[src/rtl/logic_unit_pkg.sv]
// Shared definitions for the byte-serial logic unit: op encodings, FSM states, default width.
package logic_unit_pkg;

   localparam int DEFAULT_WIDTH = 32;

   localparam logic [2:0] LOP_AND  = 3'b000;
   localparam logic [2:0] LOP_OR   = 3'b001;
   localparam logic [2:0] LOP_XOR  = 3'b010;
   localparam logic [2:0] LOP_NOR  = 3'b011;
   localparam logic [2:0] LOP_NOT  = 3'b100;
   localparam logic [2:0] LOP_PASS = 3'b101;

   typedef enum logic [1:0] {
      ST_IDLE = 2'd0,
      ST_RUN  = 2'd1,
      ST_DONE = 2'd2
   } state_t;

   // Byte counter width: clog2 of the slice count, but never narrower than one bit.
   function automatic int idx_width(input int nb);
      return (nb > 1) ? $clog2(nb) : 1;
   endfunction

endpackage

[src/rtl/bit8_logic_slice.sv]
// Combinational 8-bit logic slice shared across all bytes of an operation.
module bit8_logic_slice
   import logic_unit_pkg::*;
(
   input  logic [7:0] a,
   input  logic [7:0] b,
   input  logic [2:0] op,
   output logic [7:0] z
);

   always_comb begin
      z = 8'h00;
      case (op)
         LOP_AND:  z = a & b;
         LOP_OR:   z = a | b;
         LOP_XOR:  z = a ^ b;
         LOP_NOR:  z = ~(a | b);
         LOP_NOT:  z = ~a;
         LOP_PASS: z = a;
         default:  z = 8'h00;
      endcase
   end

endmodule

[src/rtl/byte_serial_logic_unit.sv]
// Byte-serial AND/OR/XOR/NOR/NOT/pass unit with valid/ready handshakes on both sides.
// Optional registered zero flag output enabled by defining BSLU_ZERO_FLAG_EN.
module byte_serial_logic_unit
   import logic_unit_pkg::*;
#(
   parameter int WIDTH = DEFAULT_WIDTH
)
(
   input  logic             clk,
   input  logic             rst,
   input  logic             in_valid,
   output logic             in_ready,
   input  logic [2:0]       op,
   input  logic [WIDTH-1:0] a,
   input  logic [WIDTH-1:0] b,
   output logic             out_valid,
   input  logic             out_ready,
   output logic [WIDTH-1:0] result
`ifdef BSLU_ZERO_FLAG_EN
   ,
   output logic             zero
`endif
);

   localparam int NB    = WIDTH / 8;
   localparam int IDX_W = idx_width(NB);
   localparam logic [IDX_W-1:0] LAST_IDX = IDX_W'(NB - 1);

   state_t           state_reg;
   logic [IDX_W-1:0] idx_reg;
   logic [WIDTH-1:0] a_reg;
   logic [WIDTH-1:0] b_reg;
   logic [2:0]       op_reg;
   logic [WIDTH-1:0] result_reg;
   logic             in_ready_reg;
   logic             out_valid_reg;

   logic [7:0] a_bytes [NB];
   logic [7:0] b_bytes [NB];
   logic [7:0] slice_a;
   logic [7:0] slice_b;
   logic [7:0] slice_z;

   genvar gi;
   generate
      for (gi = 0; gi < NB; gi++) begin : g_bytes
         assign a_bytes[gi] = a_reg[8*gi +: 8];
         assign b_bytes[gi] = b_reg[8*gi +: 8];
      end
   endgenerate

   assign slice_a = a_bytes[idx_reg];
   assign slice_b = b_bytes[idx_reg];

   bit8_logic_slice u_slice (
      .a  (slice_a),
      .b  (slice_b),
      .op (op_reg),
      .z  (slice_z)
   );

   always_ff @(posedge clk) begin
      if (rst) begin
         state_reg     <= ST_IDLE;
         idx_reg       <= '0;
         a_reg         <= '0;
         b_reg         <= '0;
         op_reg        <= LOP_AND;
         result_reg    <= '0;
         in_ready_reg  <= 1'b1;
         out_valid_reg <= 1'b0;
      end else begin
         case (state_reg)
            ST_IDLE: begin
               if (in_valid) begin
                  a_reg        <= a;
                  b_reg        <= b;
                  op_reg       <= op;
                  idx_reg      <= '0;
                  state_reg    <= ST_RUN;
                  in_ready_reg <= 1'b0;
               end
            end
            ST_RUN: begin
               for (int i = 0; i < NB; i++) begin
                  if (idx_reg == IDX_W'(i)) begin
                     result_reg[8*i +: 8] <= slice_z;
                  end
               end
               // The counter parks on the last byte instead of wrapping.
               if (idx_reg == LAST_IDX) begin
                  state_reg     <= ST_DONE;
                  out_valid_reg <= 1'b1;
               end else begin
                  idx_reg <= idx_reg + IDX_W'(1);
               end
            end
            ST_DONE: begin
               if (out_ready) begin
                  state_reg     <= ST_IDLE;
                  out_valid_reg <= 1'b0;
                  in_ready_reg  <= 1'b1;
               end
            end
            default: begin
               state_reg     <= ST_IDLE;
               out_valid_reg <= 1'b0;
               in_ready_reg  <= 1'b1;
            end
         endcase
      end
   end

`ifdef BSLU_ZERO_FLAG_EN
   logic zero_reg;

   always_ff @(posedge clk) begin
      if (rst) begin
         zero_reg <= 1'b1;
      end else if (state_reg == ST_IDLE && in_valid) begin
         zero_reg <= 1'b1;
      end else if (state_reg == ST_RUN) begin
         zero_reg <= zero_reg & (slice_z == 8'h00);
      end
   end

   assign zero = zero_reg;
`endif

   assign in_ready  = in_ready_reg;
   assign out_valid = out_valid_reg;
   assign result    = result_reg;

endmodule

[config.mk]
export PLATFORM = sky130hd
export DESIGN_NAME = byte_serial_logic_unit
export DESIGN_NICKNAME = d
export VERILOG_FILES = /design/src/rtl/logic_unit_pkg.sv /design/src/rtl/bit8_logic_slice.sv /design/src/rtl/byte_serial_logic_unit.sv
export SDC_FILE = /design/constraint.sdc
export NUM_CORES = 1
export LEC_CHECK = 0
export CAP_MARGIN = 25
export CORE_ASPECT_RATIO = 1.25
export CORE_MARGIN = 2
export CORE_UTILIZATION = 51
export CTS_CLUSTER_DIAMETER = 120
export DETAILED_ROUTE_END_ITERATION = 10
export PLACE_DENSITY = 0.86
export SYNTH_ARGS = -nofsm -noshare
export SYNTH_HDL_FRONTEND = slang
export SYNTH_HIERARCHICAL = 1
export SYNTH_SLANG_ARGS = --single-unit
[constraint.sdc]
create_clock -name clk -period 3.53 [get_ports clk]
set_input_delay 0.706 -clock clk [delete_from_list [all_inputs] [get_ports clk]]
set_output_delay 0.706 -clock clk [all_outputs]
set_load 0.02 [all_outputs]
-- Word-level counts from Yosys, hierarchy flattened
Index checks and enable logic that the tools add are counted.
- add/sub/neg operators: 1
- multiply operators: 0
- divide/modulo/power cells: 0
- $lt $le $gt $ge: 1
- eq/ne operators: 14
- shift operators: 0
- mux-type cells: 20
- bitwise gates (word level): 8
- reductions and logical operators: 13
- operators with widths (kind ; number):
    8-bit one-hot mux with 6 select lines ; 1
    8-bit binary-select mux with 2-bit select ; 2
    8-bit two-way mux ; 4
    8-bit inverter ; 2
    3-bit AND reduction ; 4
    2-bit two-way mux ; 5
    2-bit AND reduction ; 5
    8-bit bitwise AND ; 1
    2-bit != test, second input constant ; 4
    8-bit OR ; 1
    8-bit bitwise XOR ; 1
    2-bit == test, second input constant ; 3
    3-bit by 2-bit == test with 1-bit output, second input constant ; 2
    3-bit == test, second input constant ; 2
    1-bit one-hot mux with 3 select lines ; 2
    2-bit one-hot mux with 3 select lines ; 1
    2-bit by 1-bit == test with 1-bit output, second input constant ; 2
    2-bit zero test ; 2
    1-bit two-way mux ; 4
    2-bit one-hot mux with 2 select lines ; 1
    3-bit by 1-bit == test with 1-bit output, second input constant ; 1
    3-bit >= comparator, second input constant ; 1
    3-bit zero test ; 1
    2-bit inverter with 3-bit output ; 1
    other kinds (3) ; 4
- register bits: 105
- bits in latches: 0
- bits in writable memories: 0
- ROM bits: 0
- bits of input ports: 71
- output and inout bits: 34
- word-level logic and storage cells: 68
- memories kept: 0

-- Logic depth before layout (Yosys ltp)
Gate-level depths: netlist of run 1.
- word-level depth: 7
- depth in mapped cells: 10
- mapped depth without buffers: 8

-- By module
Netlist of run 1, hierarchy kept.
- modules (own cells, without submodules) (module ; instances ; cells each ; area an instance (um^2)):
    byte_serial_logic_unit ; 1 ; 453 ; 4130.2
    bit8_logic_slice ; 1 ; 94 ; 710.7

-- Worst setup path after synthesis of run 1
OpenSTA, ideal clock, no wires.
- kind: register to register
- from: register idx_reg[0]
- to: register result_reg[27] (netlist: result[27])
- setup time: 128 ps
- arrival: 2343 ps
- required time: 3402 ps
- slack: 1059 ps
- cell stages (with the launch flop): 11
- path buffers: 2
- clock period less this slack: 2471 ps
- path through: dfxtp_1 > buf_4 > buf_2 > mux4_2 > inv_1 > ha_1 > mux2_2 > a32oi_1 > o21ai_1 > mux2i_1 > nor2_1
- cells in the longest elaborated chain, start to end: 7
- RTL lines (what ; RTL line ; RTL):
    start: declaration ; byte_serial_logic_unit.sv:30 ; logic [IDX_W-1:0] idx_reg;
    start signal: assignment ; byte_serial_logic_unit.sv:95 ; idx_reg <= idx_reg + IDX_W'(1);
    2-bit inverter with 3-bit output (implied by the code) * ; byte_serial_logic_unit.sv:52 ; assign slice_a = a_bytes[idx_reg];
    8-bit binary-select mux with 2-bit select * ; byte_serial_logic_unit.sv:52 ;
    8-bit two-way mux (implied by the code) * (2 in a row) ; byte_serial_logic_unit.sv:52 ;
    via slice_a[3] ; byte_serial_logic_unit.sv:40 ; logic [7:0] slice_a;
    8-bit OR ; bit8_logic_slice.sv:15, bit8_logic_slice.sv:17 ;
    8-bit inverter ; bit8_logic_slice.sv:17 ; LOP_NOR: z = ~(a | b);
    8-bit one-hot mux with 6 select lines * ; bit8_logic_slice.sv:13 ; case (op)
    via slice_z[3] ; byte_serial_logic_unit.sv:42 ; logic [7:0] slice_z;
    end signal: indexed assignment ; byte_serial_logic_unit.sv:87 ; result_reg[8*i +: 8] <= slice_z;
    end: declaration ; byte_serial_logic_unit.sv:34 ; logic [WIDTH-1:0] result_reg;
The timed path passes the listed nets; every way through them passes the cells marked *. The select of a mux whose other input is x is not followed.
A chain may end at the register's enable or synchronous reset.

-- Worst setup path after layout of run 1
- from: register idx_reg[1]
- to: register result_reg[15] (netlist: result[15])
Same word-level chain as after synthesis.

==> impl_results.md, run 1 <==
* Die height at 113 µm
* CP endpoint: result[15]$_SDFFE_PP0P_
* CTS Buffer Depth at 2
* Detailed Route Iter0 Violations at 204
* Worst-Skew Late Latency at 340 ps
* Critical path depth in cells at 8
* Power Density at 435 nW/µm²
* Max-Cap Viols at 0
* Max Transition Viols Final at 0
* Sequential power share at 47.9%
* Tmin final at 2700 ps
* Leading cell type in the layout, fill and taps excluded: nand2_1
* Largest net degree at the start of global routing at 108
* CTS tree: done
* Internal power at 2000 µW
* Critical R2R Capture: result[15]$_SDFFE_PP0P_
* Reg2reg setup slack at 830 ps
* Crit-path max cell delay at 840 ps
* # H-tree levels at 3
* Sinks on Clock Net at 105
* CP Cell Sequence: mux4_2 > inv_1 > ha_1 > nand2_1 > o21ai_1 > a221oi_1 > mux2i_1 > nor2_1
* Initial Util at 52.8%
* Sw frac at 25.2%
* Area delta synth->final at 27.2%
* Die X at 91.1 µm
* Global route total overflow at 0
* Total GRT Usage at 22.0%
* Hold WC Path Type: flip-flop to flip-flop
* Timing-limited maximum frequency at 0.370 GHz
* Clk_skew at 9.24 ps
* Critical Path RT at 3800 ps
* Reg2Reg Depth at 8
* Total number of vias at 3963
* Setup crit start: idx_reg[1]$_SDFFE_PP0P_
* Crit path DAT at 2970 ps
* Ys Warns at 6
* Placed Cells at 737
* Final GP Congestion at 0.778
* Switching Power at 674 µW
* Setup total negative slack at 0 ps
* RSZ-0062 raised after global routing: false
* Ports at 105
* Cts bufs inserted at 9
* Final Non-Filler Cells at 753
* Hold Path Depth at 2
* Clk Tree Root Cell: clkbuf_16
* Comb power frac at 15.8%
* Seq cells post-synth at 105
* Mapped cell area at 4840 µm²
* Dpl hpwl at 7780 µm
* Inserted Diodes at 0
* Max FO, Critical Path at 17
* Hold Worst Slack at 454 ps
* CP endpoint kind: flip-flop
* Average wire per standard cell at 14.3 µm
* Outcome: complete, no violations
* Crit start category: flip-flop
* Max-slew headroom at the worst pin at 32.3%
* Hold_buf cts at 0
* Vias in the first global route at 3952
* Final Hold Violating Endpoints at 0
* Seq/Total Area, Yosys at 43.4%
* Commonest non-fill, non-tap cells in the layout: nand2_1, dfxtp_1, clkdlybuf4s50_1, a21oi_1
* Die area at 10300 µm²
* Detail Route Antenna Nets at 0
* Mapped Cells at 547
* Routed wire length at 10800 µm
* First-pass GRT wire length at 18200 µm
* Initial antenna violation count at 0
* Core Area at 9170 µm²
* Via density at 5.26
* Measured slew at the worst slew-check pin at 1020 ps
* Clock Pin Slew Worst Setup and Hold Paths at 70 ps
* DRC violations left at 0
* Setup bufs post-CTS at 0
* Peak supply drop at 274 µV
* Rows at 39
* Syn_nets at 638
* Final setup viols at 0
* Unique cell type count in the Yosys netlist at 40
* Crit Path Class: flip-flop to flip-flop
* Layout fillers at 725
* Static Leakage at 0.00252 µW
* Reg2reg start: idx_reg[1]$_SDFFE_PP0P_
* Nets at 716
* Slowest CP cell: dfxtp_1
* Share of cells above drive strength 1 at 7.30%
* Cts repair resizes at 0
* Buffers added on ports at 104
* CP bufs+invs at 1
* Top Family by Delay on Critical Path: flip-flops
* Clock share of power at 36.3%
* Final period util at 76.6%
* Detailed Routing Iterations Pass 1 at 4
* Mean post-synth cell area at 8.85 µm²
## worst reg2reg max path: stages (launching register included)
cell	delay (ps)
dfxtp_1	840
mux4_2	430
inv_1	60
ha_1	210
nand2_1	60
o21ai_1	70
a221oi_1	680
mux2i_1	160
nor2_1	120
## synth_stat cells (all sizes together)
master	n	area, µm²
a211oi	1	7.51
a21oi	70	350
a221oi	3	38.8
a22oi	2	20.0
a2bb2oi	1	8.76
a32oi	1	8.76
buf	21	136
clkbuf	21	78.8
dfxtp	105	2100
ha	20	250
inv	19	71.3
mux2	5	60.1
mux2i	35	350
mux4	16	360
nand2	148	556
nand2b	3	18.8
nand3	3	15.0
nand3b	4	30.0
nor2	36	138
nor2b	6	37.5
nor3	1	5.00
nor3b	1	12.5
o211ai	2	15.0
o21a	3	22.5
o21ai	6	30.0
o21bai	1	7.51
o31ai	1	7.51
o32ai	1	8.76
or3	1	6.26
or3b	2	17.5
xnor2	5	43.8
xor2	3	26.3
## power groups by stage
stage	combinational, µW	sequential, µW	clock [µW]
3_5_place_dp	421	1310	0
5_1_grt	469	1290	1040
6_report	423	1280	972
2_1_floorplan	278	1300	0
4_1_cts	426	1280	995
3_3_place_gp	403	1300	0
## worst min path at each step
stage | slack (ps) | end | from
final | 450 | a_reg[18]$_SDFFE_PP0P_ | a_reg[18]$_SDFFE_PP0P_
after global routing | 470 | a_reg[18]$_SDFFE_PP0P_ | a_reg[18]$_SDFFE_PP0P_
after CTS | 460 | a_reg[18]$_SDFFE_PP0P_ | a_reg[18]$_SDFFE_PP0P_
after detailed placement | 450 | a_reg[18]$_SDFFE_PP0P_ | a_reg[18]$_SDFFE_PP0P_
after global placement | 440 | b_reg[23]$_SDFFE_PP0P_ | b_reg[23]$_SDFFE_PP0P_
after floorplan | 430 | op_reg[1]$_SDFFE_PP0P_ | op_reg[1]$_SDFFE_PP0P_
## layer usage
layer | up-vias | wire length, µm | GRT usage [%]
met5 | - | 0 | 0
met4 | 0 | 237 | 9.19
met3 | 16 | 503 | 4.26
met2 | 119 | 5840 | 41.2
met1 | 1849 | 4190 | 24.0
li1 | 1979 | - | -
## cell type report
class	count	area, µm²	share of cell area [%]
inverter	19	71.3	1.16
clock inverter	6	65.1	1.06
timing repair buffer	109	1080	17.5
clock buffer	10	229	3.72
sequential	105	2100	34.1
multi-input combinational	381	2460	39.9
tap	123	154	2.50
## cells by family after synthesis
kind of cell | after synthesis | share of synthesized area, %
xor gates and xnor gates | 8 | 1.45
muxes | 56 | 15.9
and+or+nand+nor | 205 | 17.3
buffers and inverters | 61 | 5.92
adders and majority gates | 20 | 5.17
DFF | 105 | 43.4
AOI/OAI and AO/OA | 92 | 10.9
## metrics by stage
step	setup slack (ps)	area, µm²	total power (µW)	utilization, %
3_5_place_dp	815	5860	1730	63.9
6_report	826	6160	2680	67.1
4_1_cts	770	6160	2700	67.1
2_1_floorplan	1060	4840	1580	-
3_3_place_gp	878	5860	1710	63.9
5_1_grt	579	6160	2800	67.1
Power figures use the tool's default switching activity.
==> inputs of run 2 (changes only) <==
CORE_UTILIZATION = 46   (was 51)
PLACE_DENSITY = 0.82   (was 0.86)
clock period = 2.4 ns   (was 3.53 ns; I/O delays follow)
==> run 2 against run 1 <==
  * First-iteration DRC count decreased by 1.5%
  * Total power increased by 45%
  * Die area increased by 10%
  * Clock power increased by 39%
  * Maximum frequency increased by 17%
  * Hold slack about the same
  * Highest routed layer unchanged
  * Critical path depth increased by 1
  * Critical path type unchanged
  * Setup slack got worse by 740 ps
  * Final cell count increased by 1.3%
  * Sequential power increased by 47%
==> impl_results.md, run 2 (synthesis results as in run 1) <==
* Outcome: complete, no violations (unchanged)
* Reg2reg start: idx_reg[0]$_SDFFE_PP0P_ (was idx_reg[1]$_SDFFE_PP0P_)
* Tmin final at 2320 ps (was 2700 ps)
* CP endpoint kind: flip-flop (unchanged)
* Area delta synth->final at 29.7% (was 27.2%)
* Static Leakage at 0.00258 µW (was 0.00252 µW)
* Via density at 5.25 (was 5.26)
* Clock Pin Slew Worst Setup and Hold Paths at 70 ps (about the same)
* Core Area at 10200 µm² (was 9170 µm²)
* Die height at 119 µm (was 113 µm)
* Vias in the first global route at 3978 (was 3952)
* Max FO, Critical Path at 10 (was 17)
* Largest net degree at the start of global routing at 69 (was 108)
* Hold Path Depth at 2 (unchanged)
* Setup WS post-layout at 84.4 ps (was 826 ps)
* Routed wire length at 11100 µm (was 10800 µm)
* CP Cell Sequence: buf_12 > mux4_2 > inv_1 > ha_1 > mux2_2 > a32oi_2 > o21ai_2 > mux2i_1 > nor2_1 (was mux4_2 > inv_1 > ha_1 > nand2_1 > o21ai_1 > a221oi_1 > mux2i_1 > nor2_1)
* Final setup viols at 0 (unchanged)
* CP bufs+invs at 2 (was 1)
* Clk_skew at 8.05 ps (was 9.24 ps)
* First-pass GRT wire length at 18200 µm (about the same)
* CTS tree: done (unchanged)
* Critical R2R Capture: result[3]$_SDFFE_PP0P_ (was result[15]$_SDFFE_PP0P_)
* Crit start category: flip-flop (unchanged)
* Max-Cap Viols at 0 (unchanged)
* Layout fillers at 862 (was 725)
* Total number of vias at 4006 (was 3963)
* Clk Tree Root Cell: clkbuf_16 (unchanged)
* Final period util at 96.5% (was 76.6%)
* Detail Route Antenna Nets at 0 (unchanged)
* Hold_buf cts at 0 (unchanged)
* Crit Path Class: flip-flop to flip-flop (unchanged)
* Power Density at 620 nW/µm² (was 435 nW/µm²)
* Die area at 11400 µm² (was 10300 µm²)
* Placed Cells at 747 (was 737)
* Average wire per standard cell at 14.6 µm (was 14.3 µm)
* Crit path DAT at 2530 ps (was 2970 ps)
* Rows at 41 (was 39)
* Overall power at 3890 µW (was 2680 µW)
* Initial Util at 47.7% (was 52.8%)
* Total GRT Usage at 20.3% (was 22.0%)
* Dpl hpwl at 8280 µm (was 7780 µm)
* Measured slew at the worst slew-check pin at 620 ps (was 1020 ps)
* Pre-CTS setup slack at -9.82 ps (was 815 ps)
* Detailed Routing Iterations Pass 1 at 4 (unchanged)
* Worst-Skew Late Latency at 340 ps (about the same)
* Final Non-Filler Cells at 763 (was 753)
* Peak supply drop at 344 µV (was 274 µV)
* Global route total overflow at 0 (unchanged)
* Max-slew headroom at the worst pin at 58.6% (was 32.3%)
* Top Family by Delay on Critical Path: multiplexers (was flip-flops)
* Leading cell type in the layout, fill and taps excluded: nand2_1 (unchanged)
* Share of cells above drive strength 1 at 8.83% (was 7.30%)
* Initial antenna violation count at 0 (unchanged)
* Reg2Reg Depth at 9 (was 8)
* Nets at 720 (was 716)
* Commonest non-fill, non-tap cells in the layout: nand2_1, dfxtp_1, clkdlybuf4s50_1, a21oi_1 (unchanged)
* Slowest CP cell: mux4_2 (was dfxtp_1)
* Reg2reg setup slack at 80 ps (was 830 ps)
* Crit-path max cell delay at 540 ps (was 840 ps)
* Timing-limited maximum frequency at 0.432 GHz (was 0.370 GHz)
* Min-Delay Endpoint: b_reg[2]$_SDFFE_PP0P_ (was a_reg[18]$_SDFFE_PP0P_)
* Hold WC Path Type: flip-flop to flip-flop (unchanged)
* Buffers added on ports at 104 (unchanged)
* Hold_sp: b_reg[2]$_SDFFE_PP0P_ (was a_reg[18]$_SDFFE_PP0P_)
* Die X at 95.8 µm (was 91.1 µm)
* Final Hold Violating Endpoints at 0 (unchanged)
* DRC violations left at 0 (unchanged)
* Max Transition Viols Final at 0 (unchanged)
* Detailed Route Iter0 Violations at 201 (was 204)
* CTS Buffer Depth at 2 (unchanged)
* Critical Path RT at 2620 ps (was 3800 ps)
* Sinks on Clock Net at 105 (unchanged)
* # H-tree levels at 3 (unchanged)
* Final GP Congestion at 0.834 (was 0.778)
* Ports at 105 (unchanged)
* Inserted Diodes at 0 (unchanged)
* Cts bufs inserted at 9 (unchanged)
==> run 2: changes by cell type in the layout (fill, tap and decap cells not counted), moves of 2 or more <==
cell,change
buf_4,-2
nand3_2,+3
nand3_1,-3
inv_6,-2
buf_12,+6
==> run 2: through the flow <==
step	setup TNS, ps	utilization (%)	cell area (µm²)	hold WS, ps
floorplan	0	-	4840	433
detailed placement	-9.82	58.8	5970	447
global route	-16.3	61.8	6280	473
finish	0	61.8	6280	455
global placement	0	58.8	5970	439
CTS	0	61.5	6250	456
==> run 2: power breakdown <==
group / leakage, µW / internal [µW] / switching [µW] / total (µW)
combinational: 0.00158 / 335 / 331 / 666
sequential: 0.000858 / 1830 / 56.4 / 1880
clock: 0.000135 / 728 / 618 / 1350
==> run 2: worst min-delay path, cell delays in order, from the launching register on <==
cell and delay [ps]:
dfxtp_1 310, nand2_1 50, a21oi_1 50
==> run 2: worst max path at each step <==
stage	to	slack [ps]	startpoint	cells past startpoint
after floorplan	result[27]$_SDFFE_PP0P_	10	idx_reg[0]$_SDFFE_PP0P_	10
after CTS	result[3]$_SDFFE_PP0P_	40	idx_reg[0]$_SDFFE_PP0P_	9
after global placement	result[24]$_SDFFE_PP0P_	80	idx_reg[0]$_SDFFE_PP0P_	9
after global routing	result[3]$_SDFFE_PP0P_	-10	idx_reg[0]$_SDFFE_PP0P_	9
after detailed placement	result[3]$_SDFFE_PP0P_	-10	idx_reg[0]$_SDFFE_PP0P_	9
final	result[3]$_SDFFE_PP0P_	80	idx_reg[0]$_SDFFE_PP0P_	9
==> run 2: repair_timing <==
action | in CTS | in global routing
endpoints found under the setup margin | 9 | 18
pin swaps | 0 | 0
setup buffers | 0 | 0
gates resized for setup | 1 | 6
==> run 2: layout make-up <==
cell class	count	area, µm²	share of cell area [%]
clock buffer	11	243	3.87
clock inverter	5	31.3	0.498
inverter	19	71.3	1.14
multi-input combinational	381	2480	39.6
sequential	105	2110	33.5
tap	129	161	2.57
timing repair buffer	113	1180	18.8
==> run 2: routing by layer <==
layer  vias to the layer above  global-route usage (%)  part of all wire, %
li1                       1981                       -                    -
met1                      1895                    23.7                   41
met2                       104                    36.0                   53
met3                        26                    2.93                  3.5
met4                         0                    9.02                  2.5
met5                         -                       0                    0
==> inputs of run 3 (changes only) <==
GPL_ROUTABILITY_DRIVEN = 1   (was unset)
==> results of run 3 <==
Same layout as run 2: the final DEF is identical, and so are final timing and power.
